## src/rtl/multicycle_control.sv

```systemverilog
// Main control FSM for the multicycle MIPS datapath: sequences fetch/decode/execute/
// memory/writeback, drives mux selects and strobes, stalls on mem_ready, counts retirements.
module multicycle_control #(
   parameter int unsigned CNT_W = 32
) (
   input  logic             clk,
   input  logic             reset,
   input  logic [5:0]       opcode,
   input  logic [5:0]       funct,
   input  logic             zero,
   input  logic             mem_ready,
   output logic [1:0]       alu_op,
   output logic             alu_src_a,
   output logic [1:0]       alu_src_b,
   output logic [1:0]       pc_src,
   output logic             iord,
   output logic             reg_dst,
   output logic             mem_to_reg,
   output logic             mem_read,
   output logic             mem_write,
   output logic             ir_write,
   output logic             reg_write,
   output logic             pc_en,
   output logic             illegal_op,
   output logic [3:0]       state,
   output logic [CNT_W-1:0] instr_retired
);

   localparam logic [3:0] S_FETCH   = 4'd0;
   localparam logic [3:0] S_DECODE  = 4'd1;
   localparam logic [3:0] S_MEMADR  = 4'd2;
   localparam logic [3:0] S_MEMRD   = 4'd3;
   localparam logic [3:0] S_MEMWB   = 4'd4;
   localparam logic [3:0] S_MEMWR   = 4'd5;
   localparam logic [3:0] S_RTYPEEX = 4'd6;
   localparam logic [3:0] S_ALUWB   = 4'd7;
   localparam logic [3:0] S_BEQEX   = 4'd8;
   localparam logic [3:0] S_ADDIEX  = 4'd9;
   localparam logic [3:0] S_ADDIWB  = 4'd10;
   localparam logic [3:0] S_JEX     = 4'd11;
   localparam logic [3:0] S_JREX    = 4'd12;

   localparam logic [5:0] OP_R    = 6'b000000;
   localparam logic [5:0] OP_LW   = 6'b100011;
   localparam logic [5:0] OP_SW   = 6'b101011;
   localparam logic [5:0] OP_BEQ  = 6'b000100;
   localparam logic [5:0] OP_ADDI = 6'b001000;
   localparam logic [5:0] OP_J    = 6'b000010;
   localparam logic [5:0] FN_JR   = 6'b001000;

   logic [3:0] next_state;
   logic       illegal_dec;
   logic       retire;
   logic       pc_write;
   logic       branch;
   logic       mem_read_raw;
   logic       mem_write_raw;
   logic       ir_write_raw;
   logic       reg_write_raw;

   always_comb begin
      next_state  = S_FETCH;
      illegal_dec = 1'b0;
      case (state)
         S_FETCH:  next_state = mem_ready ? S_DECODE : S_FETCH;
         S_DECODE: begin
            case (opcode)
               OP_LW, OP_SW: next_state = S_MEMADR;
               OP_R:         next_state = (funct == FN_JR) ? S_JREX : S_RTYPEEX;
               OP_BEQ:       next_state = S_BEQEX;
               OP_ADDI:      next_state = S_ADDIEX;
               OP_J:         next_state = S_JEX;
               default: begin
                  next_state  = S_FETCH;
                  illegal_dec = 1'b1;
               end
            endcase
         end
         S_MEMADR:  next_state = (opcode == OP_LW) ? S_MEMRD : S_MEMWR;
         S_MEMRD:   next_state = mem_ready ? S_MEMWB : S_MEMRD;
         S_MEMWR:   next_state = mem_ready ? S_FETCH : S_MEMWR;
         S_RTYPEEX: next_state = S_ALUWB;
         S_ADDIEX:  next_state = S_ADDIWB;
         default:   next_state = S_FETCH;
      endcase
   end

   always_comb begin
      case (state)
         S_MEMWB, S_ALUWB, S_ADDIWB,
         S_BEQEX, S_JEX, S_JREX: retire = 1'b1;
         S_MEMWR:                retire = mem_ready;
         default:                retire = 1'b0;
      endcase
   end

   always_comb begin
      alu_op        = 2'b00;
      alu_src_a     = 1'b0;
      alu_src_b     = 2'b00;
      pc_src        = 2'b00;
      iord          = 1'b0;
      reg_dst       = 1'b0;
      mem_to_reg    = 1'b0;
      mem_read_raw  = 1'b0;
      mem_write_raw = 1'b0;
      ir_write_raw  = 1'b0;
      reg_write_raw = 1'b0;
      pc_write      = 1'b0;
      branch        = 1'b0;
      case (state)
         S_FETCH: begin
            mem_read_raw = 1'b1;
            alu_src_b    = 2'b01;
            ir_write_raw = mem_ready;
            pc_write     = mem_ready;
         end
         S_DECODE: alu_src_b = 2'b11;
         S_MEMADR, S_ADDIEX: begin
            alu_src_a = 1'b1;
            alu_src_b = 2'b10;
         end
         S_MEMRD: begin
            iord         = 1'b1;
            mem_read_raw = 1'b1;
         end
         S_MEMWB: begin
            mem_to_reg    = 1'b1;
            reg_write_raw = 1'b1;
         end
         S_MEMWR: begin
            iord          = 1'b1;
            mem_write_raw = 1'b1;
         end
         S_RTYPEEX: begin
            alu_src_a = 1'b1;
            alu_op    = 2'b10;
         end
         S_ALUWB: begin
            reg_dst       = 1'b1;
            reg_write_raw = 1'b1;
         end
         S_ADDIWB: reg_write_raw = 1'b1;
         S_BEQEX: begin
            alu_src_a = 1'b1;
            alu_op    = 2'b01;
            pc_src    = 2'b01;
            branch    = 1'b1;
         end
         S_JEX: begin
            pc_src   = 2'b10;
            pc_write = 1'b1;
         end
         S_JREX: begin
            pc_src   = 2'b11;
            pc_write = 1'b1;
         end
         default: ;
      endcase
   end

   // Strobes are suppressed combinationally while reset is high, even before the state register clears.
   assign mem_read   = mem_read_raw  & ~reset;
   assign mem_write  = mem_write_raw & ~reset;
   assign ir_write   = ir_write_raw  & ~reset;
   assign reg_write  = reg_write_raw & ~reset;
   assign pc_en      = (pc_write | (branch & zero)) & ~reset;
   assign illegal_op = illegal_dec & ~reset;

   always_ff @(posedge clk) begin
      if (reset) begin
         state         <= S_FETCH;
         instr_retired <= '0;
      end else begin
         state <= next_state;
         if (retire) instr_retired <= instr_retired + 1'b1;
      end
   end

endmodule

```

## config.mk

```make
export PLATFORM = sky130hd
export DESIGN_NAME = multicycle_control
export DESIGN_NICKNAME = d
export VERILOG_FILES = /design/src/rtl/multicycle_control.sv
export SDC_FILE = /design/constraint.sdc
export NUM_CORES = 1
export LEC_CHECK = 0
export CORE_ASPECT_RATIO = 1.75
export CORE_MARGIN = 2
export CORE_UTILIZATION = 50
export CTS_CLUSTER_DIAMETER = 30
export DETAILED_ROUTE_END_ITERATION = 8
export HOLD_SLACK_MARGIN = 0.05
export MAX_ROUTING_LAYER = met4
export PLACE_DENSITY_LB_ADDON = 0.25
export SETUP_SLACK_MARGIN = 0.5
export SYNTH_ARGS = -nofsm -noshare
export SYNTH_HDL_FRONTEND = slang
export SYNTH_SLANG_ARGS = --single-unit
```

## constraint.sdc

```tcl
create_clock -name clk -period 3.3 [get_ports clk]
set_input_delay 0.825 -clock clk [delete_from_list [all_inputs] [get_ports clk]]
set_output_delay 0.825 -clock clk [all_outputs]
set_load 0.005 [all_outputs]
```

Word-level counts from Yosys, hierarchy flattened:

Cells that the tools add are included.

* register bits after elaboration: 36
* bits of input ports: 16
* output and inout port bits: 52
* logic and storage cells: 64

* add/sub/neg operators: 1
* eq/ne operators: 18
* mux-type cells: 23
* bitwise gates (word level): 9
* reduce and logical (&&, ||, !) cells: 11

Operators by type and width (number)
* adder 32 x 1 -> 32 bit (second input constant): 1
* one-hot mux 4 bit (7 select lines): 1
* == test 4 bit (second input constant): 5
* one-hot mux 4 bit (5 select lines): 1
* == test 4 x 3 -> 1 bit (second input constant): 4
* == test 6 x 4 -> 1 bit (second input constant): 2
* == test 6 bit (second input constant): 2
* two-way mux 1 bit: 12
* one-hot mux 2 bit (3 select lines): 2
* OR reduction 6 bit: 2
* OR reduction 2 bit: 5
* two-way mux 3 bit: 3
* == test 4 x 2 -> 1 bit (second input constant): 2
* AND 1 bit: 7
* == test 6 x 2 -> 1 bit (second input constant): 1
* == test 6 x 3 -> 1 bit (second input constant): 1
* zero test 6 bit: 1
* == test 4 x 1 -> 1 bit (second input constant): 1
* zero test 4 bit: 1
* two-way mux 4 bit: 1
* one-hot mux 1 bit (2 select lines): 2
* one-hot mux 2 bit (2 select lines): 1
* OR reduction 4 bit: 1
* OR reduction 3 bit: 1
* other kinds (2): 2

Longest topological paths before layout:

Gate-level depths: netlist of run 1.

* depth after elaboration: 5
* gate-level depth with buffers: 10
* gate-level depth less buffers: 5

Least setup slack after synthesis of run 1:

No wires, ideal clock.

* path type: input -> output
* start: input opcode[2]
* end: output illegal_op
* arrival: 1.664 ns
* required time: 2.475 ns
* slack: 0.811 ns
* stages on the path: 4
* path buffers: 0
* cell sequence: maj3_1 or3_1 a21oi_1 nor4_1

* cells in the longest elaborated chain, start to end: 5
* elaborated cells between the ends (all ways): 10
* those cells by class: eq/ne: 5; mux: 2; bitwise: 1; reduce/logical: 2

Ends and longest elaborated chain
* from (decl): line 8 `input logic [5:0] opcode,`
* == test 6 bit (tied with other cells): line 67 `case (opcode)`
* OR reduction 6 bit (no line) *
* two-way mux 1 bit *: line 67
* two-way mux 1 bit *: line 64 `case (state)`
* AND 1 bit *: line 168 `assign illegal_op = illegal_dec & ~reset;`
* to (decl): line 24 `output logic illegal_op,`

Mark *: on every way between the ends. The rest lies on a longest branch, timed or not.

Worst setup path in the final report of run 1:

* start: input mem_ready
* end: output ir_write

* cells in the longest elaborated chain, start to end: 2

Ends and longest elaborated chain
* from (decl): line 11 `input logic mem_ready,`
* two-way mux 1 bit: line 111 `case (state)`
* AND 1 bit: line 165 `assign ir_write = ir_write_raw & ~reset;`
* to (decl): line 21 `output logic ir_write,`

No other way between the ends.

==> key figures, run 1 <==
Floorplanning
  • Initial Util: 51.9%
  • # IOs: 68
  • Rows: 31
  • Chip Height: 90.5 µm
  • Die Width: 53.4 µm
  • Core area: 4110 µm²
  • Die Area: 4830 µm²

CTS
  • Hold buffers post-CTS: 0
  • Clock latency on the worst-skew pair: 0.28 ns
  • Clock transition at the registers of the reported paths: 0.07 ns
  • Htree depth: 2
  • CTS tree: built
  • Postcts setup bufs: 0
  • TritonCTS buffer count: 5
  • Max Buffers Root-to-Sink: 2
  • Clock sink total: 36
  • Root buf cell: clkbuf_8

Layout
  • Design area: 2980 µm²
  • Share of layout cells above drive strength 1: 12.2%
  • Non-Filler Instances: 393
  • Fill cell count: 337
  • Final Util: 72.4%
  • Register Area: 726 µm²
  • Fin nets: 360
  • Multi-input gate area: 1290 µm²
  • Area Growth Syn to Fin: 39.4%
  • Diode count: 0

Power
  • Pwr/cell area: 316 nW/µm²
  • Sw Pwr: 0.197 mW
  • P_int: 0.743 mW
  • Leakage: 1.03 nW
  • Clk pwr share: 45.0%
  • Switching Fraction: 21.0%
  • Worst vdd ir: 0.000320 V
  • Sequential share of power: 46.8%
  • Comb pwr share: 8.2%
  • Tot Pwr: 0.940 mW

Timing
  • Final slew viol count: 0
  • Slew @ Worst Pin: 0.490 ns
  • Peak clock frequency supported by timing: 363 MHz
  • Slew headroom: 67.2%
  • Fin crit period: 2.76 ns
  • Crit share post-route: 83.5%
  • Post-Route Skew: 0.00569 ns
  • Worst hold slack: 0.509 ns
  • Setup TNS: 0 ns
  • RSZ-0062 raised after global routing: true
  • PnR worst setup slack: 0.543 ns
  • Final setup fails: 0
  • Final hold vios: 0

Logic synthesis
  • Post-synthesis sequential area ratio: 33.7%
  • YS warnings: 0
  • Mapped Cells: 276
  • Syn avg cell area: 7.74 µm²
  • Synthesized area: 2140 µm²
  • EDFF count, synth: 0
  • Ys flop type: dfxtp_1
  • Post-synth ARST share: 0%
  • Syn Nets: 293
  • Netlist cell types: 48
  • Synthesized flop and latch total: 36

Routing
  • Pre-Repair DR Iteration Count: 4
  • Vias: 2285
  • Post-DRT Antenna Nets: 0
  • Iter 0 DRT Violations: 60
  • Via-per-instance ratio: 5.81
  • Final WL: 5440 µm
  • WL per Instance: 13.9 µm
  • DRC viols: 0

Global route
  • Gr usage total: 24.7%
  • Largest net degree at the start of global routing: 34
  • Wire length of the first global-routing pass: 9080 µm
  • Vias in the first global route: 2125
  • Initial antenna violation count: 0
  • Grt total ovfl: 0

Worst setup path
  • Crit start category: input port
  • Crit Path Max Fanout: 6
  • CP Capture Type: primary output
  • Worst EP arrival: 1.93 ns
  • Worst Setup Path Type: input port to primary output
  • Worst path required time: 2.47 ns

Status
  • Outcome: completed

Hold path
  • Hold crit path type: flip-flop to flip-flop

Placed design
  • Worst slack at placement: -0.118 ns
  • Placed insts: 385
  • DPL Wire Length: 4030 µm
  • Dpl cell area: 2850 µm²
  • GPL Wtd Cong: 0.897
  • Buffers on Ports: 67

Flow run
  • Max_cap viols: 0
## worst max-delay path, stage by stage
cell and delay, ns:
dlygate4sd2_1 0.36, and3_2 0.25, clkdlybuf4s50_1 0.50
## cell families after synthesis
| kind of cell | Yosys count | synth area share (%) |
|---|---|---|
| multiplexers | 4 | 1.99 |
| XOR/XNOR | 15 | 6.15 |
| AO/OA/AOI/OAI | 61 | 17.2 |
| AND/OR/NAND/NOR | 129 | 33.5 |
| flip-flops | 36 | 33.7 |
| adder cells (fa/ha/maj) | 2 | 1.05 |
| buffers and inverters | 29 | 6.33 |
## layout by cell type, fill, tap and decap left out, drive strengths merged, types with 9 or more instances in the layout
master,synthesis,final
nand2,14,14
o21ai,13,13
a21oi,28,28
or4,10,10
o31ai,9,9
dfxtp,36,36
nand4,12,12
xor2,9,9
nand3,12,12
clkbuf,9,10
nor2,35,35
buf,8,11
clkdlybuf4s50,0,56
nor3,11,11
inv,12,12
## Yosys cell counts (2+ instances only)
| library cell | count | area share (%) |
|---|---|---|
| or3_1 | 6 | 1.8 |
| xnor2_1 | 6 | 2.5 |
| dfxtp_1 | 36 | 34 |
| nand2_1 | 13 | 2.3 |
| o21ai_0 | 13 | 3.0 |
| nand4_1 | 12 | 3.5 |
| nand3_1 | 12 | 2.8 |
| nor4_1 | 3 | 0.88 |
| xor2_1 | 9 | 3.7 |
| nor2b_1 | 2 | 0.59 |
| nor2_1 | 35 | 6.2 |
| nand2b_1 | 2 | 0.59 |
| o22ai_1 | 2 | 0.59 |
| or4_1 | 10 | 3.5 |
| mux2_2 | 2 | 1.1 |
| nand3b_1 | 2 | 0.70 |
| and2_1 | 2 | 0.59 |
| a21o_1 | 2 | 0.70 |
| o31ai_1 | 9 | 3.2 |
| a21oi_1 | 28 | 6.6 |
| buf_2 | 3 | 0.70 |
| inv_1 | 12 | 2.1 |
| mux2i_1 | 2 | 0.94 |
| nand4b_1 | 3 | 1.2 |
| and3_1 | 5 | 1.5 |
| nor3_1 | 11 | 2.6 |
| buf_4 | 4 | 1.4 |
| and4_1 | 2 | 0.82 |
| clkbuf_1 | 9 | 1.6 |
## per-layer routing
metal,routed length (µm),part of all wire (%),vias up,track usage [%]
li1,-,-,1139,-
met1,2040,38,1057,24.8
met2,3060,56,76,44.8
met3,232,4.3,13,3.81
met4,112,2.1,0,9.62
met5,0,0,-,-
## power groups by stage
| stage | Combinational [mW] | Clock [mW] | Sequential, mW |
|---|---|---|---|
| floorplan | 0.0355 | 0 | 0.447 |
| global placement | 0.0782 | 0 | 0.450 |
| detailed placement | 0.0795 | 0 | 0.450 |
| CTS | 0.0769 | 0.433 | 0.440 |
| global route | 0.0838 | 0.445 | 0.441 |
| finish | 0.0775 | 0.423 | 0.440 |
## what timing repair did
| item | 4_1_cts | 5_1_grt |
|---|---|---|
| gates cloned | 0 | 0 |
| setup endpoints to repair | 9 | 5 |
| pin swaps | 2 | 4 |
| gates resized for setup | 15 | 15 |
## flip-flops by register name, summed over array words and instances, names as in the netlist
| register | count |
|---|---|
| instr_retired | 32 |
| state | 4 |
## area by class of cell
class | count | area share [%]
clock buffer | 7 | 3.24
multi-input combinational | 211 | 43.3
inverter | 12 | 1.51
clock inverter | 1 | 1.01
tap | 49 | 2.06
timing repair buffer | 77 | 24.5
sequential | 36 | 24.4
## final timing paths
kind | startpoint | endpoint | slack, ns | depth (start not counted)
hold reg to reg | instr_retired[18]$_SDFFE_PP0P_ | instr_retired[18]$_SDFFE_PP0P_ | 0.51 | 2
hold / removal | instr_retired[18]$_SDFFE_PP0P_ | instr_retired[18]$_SDFFE_PP0P_ | 0.51 | 2
setup reg to reg | state[1]$_SDFF_PP0_ | instr_retired[31]$_SDFFE_PP0P_ | 1.11 | 5
setup / recovery | mem_ready | ir_write | 0.54 | 3
(Power assumes the default switching activity.)
==> inputs of run 2 (changes only) <==
- CORE_UTILIZATION: 50 -> 42
- clock period: 3.3 -> 2.4 ns (I/O delays scaled with it)
==> run 2 against run 1 <==
  * Non-clock buffer count rose by 68
  * Via count rose by 20%
  * Combinational power rose by 120%
  * Count of clock-buffer cells in the layout fell by 2
  * Sequential power rose by 35%
  * Routed wire length rose by 55%
  * Critical path depth rose by 3
  * Die area rose by 18%
  * Sequential cell count did not move
  * Setup slack got worse by 0.36 ns
==> key figures, run 2 (synthesis gave the netlist of run 1 again) <==
Status
  • Outcome: completed

Timing
  • RSZ-0062 raised after global routing: true
  • Peak clock frequency supported by timing: 452 MHz
  • Crit share post-route: 92.3%
  • Fin crit period: 2.21 ns
  • Post-Route Skew: 0.00696 ns (+0.00128 ns)
  • Final setup fails: 0 (unchanged)
  • Final hold vios: 0 (unchanged)
  • Worst hold slack: 0.501 ns (-0.00748 ns)
  • Slew headroom: 72.8% (+5.6 points)
  • Slew @ Worst Pin: 0.408 ns (-0.0825 ns)
  • PnR worst setup slack: 0.186 ns (-0.357 ns)
  • Final slew viol count: 0 (unchanged)

CTS
  • Clock sink total: 36 (unchanged)
  • Root buf cell: clkbuf_8
  • Max Buffers Root-to-Sink: 2 (unchanged)
  • Htree depth: 2 (unchanged)
  • CTS tree: built
  • TritonCTS buffer count: 5 (unchanged)
  • Clock latency on the worst-skew pair: 0.30 ns (+0.02 ns)
  • Clock transition at the registers of the reported paths: 0.08 ns (about the same)

Placed design
  • Buffers on Ports: 67 (unchanged)
  • GPL Wtd Cong: 0.887 (-1.1%)
  • DPL Wire Length: 4430 µm (+9.9%)
  • Worst slack at placement: -0.575 ns (-0.456 ns)

Power
  • Pwr/cell area: 312 nW/µm² (-1.3%)
  • Tot Pwr: 1.22 mW (+29%)
  • Leakage: 1.57 nW (+52%)
  • Worst vdd ir: 0.000396 V (+24%)

Hold path
  • HP Start: instr_retired[18]$_SDFFE_PP0P_
  • Hold crit path type: flip-flop to flip-flop
  • Hold path depth: 2 (unchanged)

Floorplanning
  • Chip Height: 98.3 µm (+8.7%)
  • # IOs: 68 (unchanged)
  • Core area: 4930 µm² (+20%)
  • Die Width: 57.9 µm (+8.4%)
  • Initial Util: 43.3% (-8.7 points)
  • Die Area: 5690 µm² (+18%)
  • Rows: 34 (+9.7%)

Global route
  • Initial antenna violation count: 0 (unchanged)
  • Wire length of the first global-routing pass: 11300 µm (+24%)
  • Largest net degree at the start of global routing: 34 (unchanged)
  • Vias in the first global route: 2600 (+22%)
  • Gr usage total: 25.4% (+0.72 points)
  • Grt total ovfl: 0 (unchanged)

Worst setup path
  • Crit start category: input port
  • Slowest stage cell, crit path: or3_1
  • Reg2Reg Launch Point: state[3]$_SDFF_PP0_
  • Crit. Startpoint: opcode[2]
  • Reg2reg setup slack: 0.23 ns (-0.88 ns)
  • CP Capture Type: primary output
  • Worst-path cell chain: buf_6, maj3_2, or3_1, a21oi_2, nor4_1, buf_2
  • Crit Path Max Fanout: 2 (-4)
  • R2R Path End: instr_retired[18]$_SDFFE_PP0P_
  • Worst stage delay on the critical path: 0.32 ns (-0.18 ns)
  • Reg2reg path depth: 10 (+5)
  • Worst EP arrival: 1.61 ns (-0.32 ns)
  • Worst Setup Path Type: input port to primary output
  • Worst path required time: 1.80 ns (-0.67 ns)
  • Worst Setup EP: illegal_op

Layout
  • Fin nets: 429 (+19%)
  • Max FFs per register: 32 (unchanged)
  • Largest registers: instr_retired x32, state x4
  • Area Growth Syn to Fin: 82.8%
  • Most common cell after layout, fill and taps aside: buf_4
  • Share of layout cells above drive strength 1: 47.9% (+36 points)
  • Diode count: 0 (unchanged)
  • Largest Register: instr_retired
  • Most frequent cells in the layout: buf_4, buf_6, clkdlybuf4s50_1, nor2_1, dfxtp_1

Routing
  • DRC viols: 0 (unchanged)
  • Iter 0 DRT Violations: 118 (+97%)
  • Final WL: 8420 µm (+55%)
  • Vias: 2750 (+20%)
  • Post-DRT Antenna Nets: 0 (unchanged)
  • Pre-Repair DR Iteration Count: 4 (unchanged)
  • WL per Instance: 18.0 µm (+30%)
  • Via-per-instance ratio: 5.89 (+1.3%)

Flow run
  • Max_cap viols: 0 (unchanged)
-- run 2: layout make-up --
type | instances | area, µm²
flip-flops and latches | 36 | 763
repair buffers | 145 | 1310
fillers | 315 | 1030
well taps | 54 | 67.6
inverters | 12 | 47.5
clock buffers | 5 | 68.8
multi-input cells | 212 | 1630
clock inverters | 3 | 18.8
-- run 2: report_power, final --
part,switching [mW],leakage [nW],internal (mW)
combinational,0.0806,1.22,0.0915
clock,0.250,0.0479,0.203
sequential,0.00309,0.301,0.589
-- run 2: worst min-delay path by stage --
stage | end | slack [ns]
global placement | instr_retired[18]$_SDFFE_PP0P_ | 0.48
floorplan | instr_retired[18]$_SDFFE_PP0P_ | 0.48
detailed placement | instr_retired[18]$_SDFFE_PP0P_ | 0.49
finish | instr_retired[18]$_SDFFE_PP0P_ | 0.50
global route | instr_retired[18]$_SDFFE_PP0P_ | 0.53
CTS | instr_retired[18]$_SDFFE_PP0P_ | 0.51
-- run 2: per-stage QoR --
stage | setup TNS [ns] | cells | instance area (µm²) | util (%)
global route | 0 | 467 | 3910 | 79.1
detailed placement | -3.33 | 410 | 3030 | 61.4
CTS | 0 | 444 | 3450 | 70.0
floorplan | 0 | 276 | 2160 | -
finish | 0 | 467 | 3910 | 79.1
global placement | -2.84 | 410 | 3030 | 61.4
-- run 2: repair_timing --
| item | CTS | global route |
|---|---|---|
| resized for setup | 137 | 103 |
| setup endpoints to repair | 45 | 43 |
| hold buffers | 0 | 0 |
| buffers inserted | 24 | 23 |
| cloned | 2 | 0 |
| pin swaps | 35 | 34 |
-- run 2: critical path: cells and delay by family --
family	cells	cell delay [ns]
AOI/OAI and AO/OA	1	0.12
adders and majority gates	1	0.31
buffers and inverters	2	0.21
and+or+nand+nor	2	0.38
-- run 2: per-layer routing --
metal / part of all wire (%) / routed length [µm] / vias to the layer above / global-route usage, %
met4: 4.7 / 394 / 0 / 12.7
li1: - / - / 1281 / -
met2: 55 / 4670 / 102 / 46.7
met5: 0 / 0 / - / -
met3: 4.0 / 334 / 35 / 3.71
met1: 36 / 3020 / 1332 / 24.7
==> RTL edit 1 (flow settings as in run 2) <==
Reset style: asynchronous (`reset`), changed in one clocked block.
--- a/src/rtl/multicycle_control.sv
+++ b/src/rtl/multicycle_control.sv
@@ -167,7 +167,7 @@
    assign pc_en      = (pc_write | (branch & zero)) & ~reset;
    assign illegal_op = illegal_dec & ~reset;
 
-   always_ff @(posedge clk) begin
+   always_ff @(posedge clk or posedge reset) begin
       if (reset) begin
          state         <= S_FETCH;
          instr_retired <= '0;
Check against the original RTL: differs if reset is asserted again (counterexample within 4 cycles, from zero or initial values and one cycle with reset high); with reset held inactive, the same outputs for 10 cycles.
==> RTL edit 1 against run 2 <==
Sequential cell count unchanged. Cell area decreased by 2.2%. Setup slack worse by 0.081 ns. Wire length decreased by 8.4%. Area after synthesis down 2.9%. Synthesized cell count shrank 19%. Largest cell class unchanged.
Power is not compared: it rests on default switching activity, and its combinational part moved more than twofold at a synthesized area within 25%.
==> RTL edit 1: results (changes against run 2) <==
metric	value	unit	change
skew	0.0123	ns	was 0.00696 ns
grt_max_degree	37		was 34
synth-main-ff-cell	dfrtp_1		was dfxtp_1
grt_pass1_vias	2375		was 2,600
wire_per_inst	18.6	microns	was 18.0 microns
placed_area	0.00299	sq mm	was 0.00303 sq mm
synth.area.top_cells	dfrtp_1, xnor2_1, xor2_1, nand4_1, nor3_1		was dfxtp_1, a21oi_1, nor2_1, xor2_1, nand4_1
cp.arrival	1.70	ns	was 1.61 ns
drt-initial-drc-count	144		was 118
setup_slack	0.105	ns	was 0.186 ns
r2r-start	state[0]		was state[3]
place_ws	-0.573	ns	was -0.575 ns
synth_compound_area_frac	0.0669		was 0.172
gp_congestion	0.839		was 0.887
hold_path_end	instr_retired[31]		was instr_retired[18]
hp-start	instr_retired[31]		was instr_retired[18]
r2r_slack	0.20	ns	was 0.23 ns
status	completed		unchanged
hold_depth	1		was 2
grt_usage	0.258		was 0.254
cp_slowest_stage_delay	0.41	ns	was 0.32 ns
nFillCells	276		was 315
synthXorXnorAreaFrac	0.139		was 0.0615
synthAdderAreaFrac	0.0109		was 0.0105
holdWs	0.470	ns	was 0.501 ns
drive_above_1_share	0.461		was 0.479
critical_path.top_delay_family	buffers and inverters		was simple AND/OR/NAND/NOR gates
synth_nets	241		was 293
ys_types	43		was 48
==> RTL edit 1: worst register-to-register path: stages, from the launching register on <==
cell     delay (ns)
dfrtp_1        0.39
buf_6          0.12
buf_6          0.09
buf_4          0.10
buf_6          0.10
nor2b_4        0.05
a21o_1         0.20
or4_4          0.67
buf_6          0.20
nor2_4         0.07
xor2_1         0.15
==> RTL edit 1: layer usage <==
metal	track usage	part of all wire	routed length, microns	vias to the layer above
li1	-	-	-	1080
met1	0.259	0.33	2540	1128
met2	0.464	0.57	4430	115
met3	0.0334	0.045	348	35
met4	0.136	0.051	395	0
met5	-	0	0	-
==> RTL edit 1: cell families (layout without fill, tap and decap cells) <==
kind of cell | Yosys count | after routing
and+or+nand+nor | 111 | 111
AOI/OAI and AO/OA | 23 | 23
buffers and inverters | 16 | 154
DFF | 36 | 36
muxes | 3 | 3
xor gates and xnor gates | 33 | 33
adders and majority gates | 2 | 2
==> RTL edit 1: worst max path at each step <==
stage,endpoint,start,depth (start not counted)
after floorplan,illegal_op,opcode[1],5
after global placement,illegal_op,opcode[2],6
after detailed placement,illegal_op,opcode[2],6
after CTS,illegal_op,opcode[1],6
after global routing,pc_en,state[0],9
final,pc_en,state[0],9
==> RTL edit 1: cell type report <==
type / count / area share
multi-input cells: 172 / 0.377
repair buffers: 141 / 0.332
clock buffers: 5 / 0.0180
inverters: 5 / 0.00491
clock inverters: 3 / 0.0111
well taps: 52 / 0.0170
flip-flops and latches: 36 / 0.240
==> RTL edit 1: power by group <==
part	total, mW	internal [mW]	switching [mW]
Sequential	0.679	0.638	0.0406
Clock	0.544	0.307	0.236
Combinational	0.598	0.331	0.267
==> RTL edit 1: timing repair <==
item	in CTS	in global routing
gates resized for setup	149	52
pin swaps	25	36
setup buffers	25	22
endpoints found under the setup margin	53	57
cloned	1	0
==> RTL edit 1: metrics by stage <==
stage / setup TNS, ns / instances
floorplan: 0 / 224
global placement: -2.41 / 358
detailed placement: -3.04 / 358
CTS: 0 / 392
global route: 0 / 414
finish: 0 / 414
==> RTL edit 2 (settings of run 2) <==
Made on the original files. `CNT_W`: 32 -> 48.
--- a/src/rtl/multicycle_control.sv
+++ b/src/rtl/multicycle_control.sv
@@ -1,7 +1,7 @@
 // Main control FSM for the multicycle MIPS datapath: sequences fetch/decode/execute/
 // memory/writeback, drives mux selects and strobes, stalls on mem_ready, counts retirements.
 module multicycle_control #(
-   parameter int unsigned CNT_W = 32
+   parameter int unsigned CNT_W = 48
 ) (
    input  logic             clk,
    input  logic             reset,
Ports: changed (resized instr_retired); port bits go from 68 to 84. No check against the original RTL was run, so the function may have changed too.
==> RTL edit 2 against run 2 <==
Sequential cell count is 16 higher. Total power is 45% higher. Sequential share of layout area is 1.2 points higher. Largest cell class unchanged. Wire length is 37% higher. Critical endpoint unchanged. Hold slack worse by 0.010 ns. Setup slack better by 0.046 ns. Cell area is 34% higher. Area after synthesis is 35% higher. Clock skew is 0.0018 ns lower.
==> RTL edit 2: results (changes against run 2) <==
metric	value	unit	change
largestRegisters	instr_retired x48, state x4		was instr_retired x32, state x4
slew-limit-headroom	0.562		was 0.728
placed_area	0.00400	sq mm	was 0.00303 sq mm
nFillCells	430		was 315
cp_slowest_stage_delay	0.30	ns	was 0.32 ns
gp_congestion	0.986		was 0.887
firstDrtPassIters	5		was 4
use_met3	0.0483		was 0.0371
place_ws	-0.516	ns	was -0.575 ns
grtUsageMet1	0.270		was 0.247
status	completed		unchanged
drt-initial-drc-count	280		was 118
vdd_drop_max	0.256	mV	was 0.396 mV
hp-start	instr_retired[47]		was instr_retired[18]
dp_hpwl	6190	microns	was 4430 microns
final_net_count	542		was 429
synth_nets	388		was 293
leakagePower	1.89	nW	was 1.57 nW
ys_top_cells_by_count	dfxtp_1, a21oi_1, o21ai_0		was dfxtp_1, nor2_1, a21oi_1
synth-seq-area-share	0.361		was 0.337
ys_types	47		was 48
drive_above_1_share	0.448		was 0.479
avgViaCountPerCell	6.18		was 5.89
portBuffers	83		was 67
worstSetupStartpoint	opcode[1]		was opcode[2]
grt_pass1_wl	15800	microns	was 11,300 microns
use_met2	0.502		was 0.467
crit_path_top_delay_cell	o32a_1		was or3_1
grt_pass1_vias	3369		was 2,600
cts_root_buf	clkbuf_16		was clkbuf_8
wire_per_inst	19.0	microns	was 18.0 microns
synth.area.top_cells	dfxtp_1, a21oi_1, o21ai_0, or3_1, o31ai_1		was dfxtp_1, a21oi_1, nor2_1, xor2_1, nand4_1
skew	0.00512	ns	was 0.00696 ns
grt_max_degree	51		was 34
clk_transition_reported_paths	0.06	ns	was 0.08 ns
## RTL edit 2: cell types whose count changed after synthesis, sizes merged, moves of 6 or more
cell,run 2,this run
o31ai,9,15
o21ai,13,32
a21oi,28,45
nand2,14,25
or3,7,21
dfxtp,36,52
nor2,35,27
nand3,12,22
## RTL edit 2: area by class of cell
class / instances / share of cell area
multi-input cells: 292 / 0.435
flip-flops and latches: 52 / 0.208
clock buffers: 7 / 0.0291
inverters: 7 / 0.00596
repair buffers: 167 / 0.303
well taps: 84 / 0.0200
## RTL edit 2: layer usage
| metal | vias to the layer above | part of all wire |
|---|---|---|
| li1 | 1705 | - |
| met1 | 1828 | 0.35 |
| met2 | 172 | 0.55 |
| met3 | 59 | 0.042 |
| met4 | 0 | 0.060 |
| met5 | - | 0 |
## RTL edit 2: kinds of logic after synthesis
kind of cell,share of synthesized area
AND/OR/NAND/NOR,0.339
AO/OA/AOI/OAI,0.201
flip-flops,0.361
buffers and inverters,0.0430
XOR/XNOR,0.0365
multiplexers,0.0109
adder cells (fa/ha/maj),0.00781
## RTL edit 2: timing repair
| item | 4_1_cts | 5_1_grt |
|---|---|---|
| gates resized for setup | 147 | 138 |
| pin swaps | 32 | 67 |
| setup endpoints to repair | 69 | 71 |
| setup buffers | 26 | 21 |
| gates cloned | 2 | 2 |
## RTL edit 2: through the flow
| stage | utilization | TNS (ns) | cells |
|---|---|---|---|
| 2_1_floorplan | - | 0 | 371 |
| 3_3_place_gp | 0.591 | -5.08 | 551 |
| 3_5_place_dp | 0.591 | -6.65 | 551 |
| 4_1_cts | 0.685 | 0 | 586 |
| 5_1_grt | 0.777 | 0 | 609 |
| 6_report | 0.777 | 0 | 609 |
## RTL edit 2: path summary, 6_finish.rpt
check / end / slack (ns) / cells past startpoint
min reg2reg: instr_retired[47] / 0.49 / 2
max: illegal_op / 0.23 / 6
min: instr_retired[47] / 0.49 / 2
max reg2reg: instr_retired[14] / 0.34 / 9
## RTL edit 2: power breakdown
| group | switching, mW | internal (mW) |
|---|---|---|
| clock network | 0.314 | 0.438 |
| logic | 0.0790 | 0.0774 |
| registers | 0.00220 | 0.858 |
## RTL edit 2: critical path, delay by kind of cell
family,cells,cell delay [ns]
compound gates,1,0.30
fa+ha+maj,1,0.29
buf+inv,2,0.22
simple gates,2,0.15
